--- src/rtl/imem_loader.sv ---
// Instruction-memory loader: packs a little-endian byte stream into 32-bit words,
// writes them to imem from address 0 and holds the core in reset until the image is in.
module imem_loader #(
    parameter int ADDR_WIDTH = 10
) (
    input  logic                  clk,
    input  logic                  rstn,
    input  logic                  in_valid,
    input  logic [7:0]            in_data,
    input  logic                  in_last,
    output logic                  in_ready,
    output logic                  imem_we,
    output logic [ADDR_WIDTH-1:0] imem_addr,
    output logic [31:0]           imem_wdata,
    output logic                  cpu_rst,
    output logic                  done,
    output logic                  overflow,
    output logic [ADDR_WIDTH:0]   word_count
);

    localparam logic [ADDR_WIDTH:0] CAPACITY = {1'b1, {ADDR_WIDTH{1'b0}}};

    typedef enum logic {
        LOAD = 1'b0,
        DONE = 1'b1
    } state_t;

    state_t                r_state;
    state_t                w_state_next;
    logic [1:0]            r_idx;
    logic [31:0]           r_asm;
    // The write pointer doubles as the word count: both advance only on a real write.
    logic [ADDR_WIDTH:0]   r_wptr;
    logic                  r_ready;
    logic                  r_we;
    logic [ADDR_WIDTH-1:0] r_addr;
    logic [31:0]           r_wdata;
    logic                  r_cpu_rst;
    logic                  r_done;
    logic                  r_overflow;

    logic                  w_accept;
    logic                  w_complete;
    logic                  w_full;
    logic [31:0]           w_word;

    assign w_accept   = in_valid && r_ready && (r_state == LOAD);
    assign w_complete = w_accept && ((r_idx == 2'd3) || in_last);
    assign w_full     = (r_wptr == CAPACITY);

    // NOTE: every signal driven in always_comb gets a default first, so no latch is inferred.
    always_comb begin
        w_word = r_asm;
        w_word[8*r_idx +: 8] = in_data;
    end

    always_comb begin
        w_state_next = r_state;
        if (w_accept && in_last) begin
            w_state_next = DONE;
        end
    end

    // NOTE: sequential state uses non-blocking assignments so every register sees pre-edge values.
    always_ff @(posedge clk) begin
        if (rstn) begin
            r_state <= LOAD;
        end else begin
            r_state <= w_state_next;
        end
    end

    always_ff @(posedge clk) begin
        if (rstn) begin
            r_idx      <= 2'd0;
            r_asm      <= 32'd0;
            r_wptr     <= '0;
            r_ready    <= 1'b0;
            r_we       <= 1'b0;
            r_addr     <= '0;
            r_wdata    <= 32'd0;
            r_cpu_rst  <= 1'b1;
            r_done     <= 1'b0;
            r_overflow <= 1'b0;
        end else begin
            r_we    <= 1'b0;
            r_ready <= (w_state_next == LOAD);
            // Release the core one cycle after DONE is entered, behind the final write pulse.
            if (r_state == DONE) begin
                r_cpu_rst <= 1'b0;
            end
            if (w_accept) begin
                if (w_complete) begin
                    r_idx <= 2'd0;
                    r_asm <= 32'd0;
                    if (w_full) begin
                        r_overflow <= 1'b1;
                    end else begin
                        r_we    <= 1'b1;
                        r_addr  <= r_wptr[ADDR_WIDTH-1:0];
                        r_wdata <= w_word;
                        r_wptr  <= r_wptr + (ADDR_WIDTH+1)'(1);
                    end
                end else begin
                    r_idx <= r_idx + 2'd1;
                    r_asm <= w_word;
                end
                if (in_last) begin
                    r_done <= 1'b1;
                end
            end
        end
    end

    assign in_ready   = r_ready;
    assign imem_we    = r_we;
    assign imem_addr  = r_addr;
    assign imem_wdata = r_wdata;
    assign cpu_rst    = r_cpu_rst;
    assign done       = r_done;
    assign overflow   = r_overflow;
    assign word_count = r_wptr;

endmodule

--- config.mk ---
export PLATFORM = sky130hd
export DESIGN_NAME = imem_loader
export DESIGN_NICKNAME = d
export VERILOG_FILES = /design/src/rtl/imem_loader.sv
export SDC_FILE = /design/constraint.sdc
export NUM_CORES = 1
export LEC_CHECK = 0
export BUFFER_PORTS_ARGS = -buffer_cell sky130_fd_sc_hd__buf_2
export CELL_PAD_IN_SITES_DETAIL_PLACEMENT = 0
export CELL_PAD_IN_SITES_GLOBAL_PLACEMENT = 1
export CORE_UTILIZATION = 44
export CTS_CLUSTER_DIAMETER = 80
export DETAILED_ROUTE_END_ITERATION = 10
export HOLD_SLACK_MARGIN = 0.08
export PLACE_DENSITY_LB_ADDON = 0.1
export SYNTH_ARGS = -nofsm -noshare
export SYNTH_HDL_FRONTEND = slang
export SYNTH_SLANG_ARGS = --single-unit
--- constraint.sdc ---
create_clock -name clk -period 5.3 [get_ports clk]
set_input_delay 0.265 -clock clk [delete_from_list [all_inputs] [get_ports clk]]
set_output_delay 0.265 -clock clk [all_outputs]
set_load 0.05 [all_outputs]
==> impl_metrics.csv <==
group,metric,value,unit
floorplanning,die-area,9390,µm²
worst_setup_path,arrival,2.90,ns
worst_setup_path,crit_path_end_kind,"flip-flop",
worst_setup_path,cp_slowest_cell,"nor4bb_1",
routing,viasPerCell,5.77,
cells_and_area,drive_gt1_frac,0.193,
timing,hold_viol,0,
pwr,clkPwrFrac,0.348,
synth,ys_top_cells_by_area,"dfxtp_1, nor3_1, a21oi_1, a22oi_1, nor2_1",
timing,finalCritPeriodShare,0.493,
timing,finClkSkew,0.0121,ns
pwr,p_per_area,305,nW/µm²
global_route,grt_pass1_vias,3288,
timing,finalCriticalPeriod,2.61,ns
worst_setup_path,crit_path_max_incr_delay,1.03,ns
timing,drv_slew,0,
synth,synth_top_cell_area_share,0.470,
global_route,grt-ovfl-total,0,
synth,ys_top_cells_by_count,"dfxtp_1, nor3_1, a21oi_1",
status,status,"complete, no violations",
routing,first_iter_violations,150,
synth,syn_area,3960,µm²
floorplanning,chipWidth,96.9,µm
timing,final-setup-viol-count,0,
cells_and_area,syn2layout_area_growth,14.4,%
routing,dr_total_vias,3584,
pwr,ir_drop,0.146,mV
floorplanning,io_pins,70,
synth,yosys_most_used_dff,"dfxtp_1",
clock_network,cts_hold_buf,0,
worst_hold_path,min_path_type,"input port to flip-flop",
clock_network,cts_buffers,9,
synth,synth.distinct_cells,43,
worst_setup_path,cp.required,5.59,ns
synth,yosys.area.top_type,"dfxtp_1",
pwr,power.internal,0.981,mW
synth,synth.avg_cell_area,8.60,µm²
clock_network,clk_latency,0.37,ns
cells_and_area,diodes,0,
clock_network,clk_path_buf_depth,2,
clock_network,clk_pin_slew,0.09,ns
pwr,netSwitchingPower,0.399,mW
synth,async_reset_ff_frac,0,
timing,worst_slew_pin_slew,1.21,ns
floorplanning,initial_core_util,0.454,
pwr,p_seq_frac,0.527,
global_route,grt_max_degree,54,
place,place_hpwl,6.63,mm
synth,syn-instance-count,461,
synth,synth_edf_count,0,
floorplanning,num_rows,34,
routing,firstDrtPassIters,4,
routing,wirelength,10.6,mm
floorplanning,dieHeight,96.9,µm
timing,fmax,0.383,GHz
timing,rsz0062_at_grt,"false",
pwr,p_leak,1.84,nW
routing,drc,0,
worst_setup_path,startpoint_type,"flip-flop",
clock_network,postCtsResizedCells,0,
synth,yosysMostFrequentCell,"dfxtp_1",
clock_network,cts_sinks,93,
timing,maxSlewHeadroom,0.184,
clock_network,cts_setup_buffers,0,
worst_setup_path,worstPathCellList,"inv_1 -> ha_1 -> nor4bb_1 -> a32o_1 -> nor3_1 -> nor3_1",
pwr,p_total,1.38,mW
floorplanning,core,8720,µm²
timing,finalSetupTns,0,ns
clock_network,clock-root-buffer,"clkbuf_8",
cells_and_area,fin_nets,527,
clock_network,cts_tree,"yes",
global_route,track_usage,0.230,
place,port_buffers,69,
synth,ys_warn_count,0,
global_route,grt_pass1_wl,17.4,mm
worst_setup_path,path_max_fanout,8,
synth,ys_ff_latch,93,
place,gp_congestion,0.752,
job,maxCapViolations,0,
synth,seq_area_frac_synth,0.470,
clock_network,htreeDepth,3,
routing,post_drt_wl_per_cell,17.1,µm
worst_setup_path,crit_top_cell,"nor3_1",
routing,antenna_left,0,
synth,synth_nets,480,
worst_setup_path,path_class,"flip-flop to flip-flop",
global_route,antenna_found_initial,0,
worst_setup_path,cp_num_buf_inv,1,
pwr,comb_power_share,0.126,
pwr,swShare,0.289,
worst_setup_path,critPathTopFamily,"simple AND/OR/NAND/NOR gates",
[layout make-up]
class,instances,area (µm²)
fillers,850,4190
flip-flops and latches,93,1860
clock buffers,9,124
well taps,108,135
multi-input cells,310,1870
repair buffers,77,403
inverters,17,63.8
clock inverters,7,73.8
[cells in the final DEF, fill, tap and decap left out, types with 8 or more instances in the layout]
cell type  netlist  routed
nand2_1         16      16
a41o_1           8       8
inv_1           17      17
nor3_1          57      56
nor2b_1         12      12
buf_2            7      70
o21ai_0         12      12
dfxtp_1         93      93
clkbuf_8         0       9
a22oi_1         32      32
a21oi_1         48      48
nand3_1          8       8
a22o_1           8       8
nor2_1          42      42
[cell families (layout without fill, tap and decap cells)]
logic type / count (synthesis) / in the layout / synth area share
flip-flops: 93 / 93 / 0.470
AND/OR/NAND/NOR: 164 / 164 / 0.208
XOR/XNOR: 3 / 3 / 0.00663
buffers and inverters: 58 / 110 / 0.0616
multiplexers: 3 / 3 / 0.00821
adder cells (fa/ha/maj): 7 / 7 / 0.0221
AO/OA/AOI/OAI: 133 / 133 / 0.223
[state kept, by name (all words and copies together) (netlist names), 2 cells and up]
signal      count
word_count     11
r_asm          32
imem_wdata     32
imem_addr      10
r_idx           2
[power by group through the flow]
| stage | clock [mW] | sequential (mW) | combinational, mW |
|---|---|---|---|
| after detailed placement | 0 | 0.743 | 0.173 |
| after global routing | 0.524 | 0.730 | 0.185 |
| after floorplan | 0 | 0.794 | 0.0748 |
| after CTS | 0.491 | 0.727 | 0.173 |
| after global placement | 0 | 0.743 | 0.171 |
| final | 0.480 | 0.727 | 0.173 |
[per-layer routing]
| metal | wire length, µm | vias up | GRT usage |
|---|---|---|---|
| met4 | 216 | 0 | 0.113 |
| li1 | - | 1767 | - |
| met3 | 632 | 15 | 0.0390 |
| met5 | 0 | - | 0 |
| met1 | 4950 | 1687 | 0.319 |
| met2 | 4820 | 115 | 0.347 |
[per-stage QoR]
| stage | utilization | cell area [µm²] | hold WS [ns] | setup WS (ns) | cells |
|---|---|---|---|---|---|
| 6_report | 0.520 | 4530 | 0.215 | 2.69 | 621 |
| 5_1_grt | 0.520 | 4530 | 0.205 | 2.48 | 621 |
| 4_1_cts | 0.519 | 4530 | 0.206 | 2.57 | 620 |
| 3_5_place_dp | 0.496 | 4330 | 0.447 | 2.57 | 604 |
| 3_3_place_gp | 0.496 | 4330 | 0.442 | 2.71 | 604 |
| 2_1_floorplan | - | 3960 | 0.406 | 3.35 | 461 |
[path summary, 6_finish.rpt]
path                                start              to  slack [ns]  cells past startpoint
worst max-delay path             r_idx[0]  imem_wdata[27]        2.69                      6
worst min-delay path              in_last            done        0.22                      3
worst max register to register   r_idx[0]  imem_wdata[27]        2.69                      6
worst min register to register  r_asm[30]       r_asm[30]        0.46                      1
[worst min-delay path, cell delays in order]
cell and delay (ns):
buf_2 0.14, a21oi_1 0.07, nor2_1 0.07
Power figures use the tool's default switching activity.
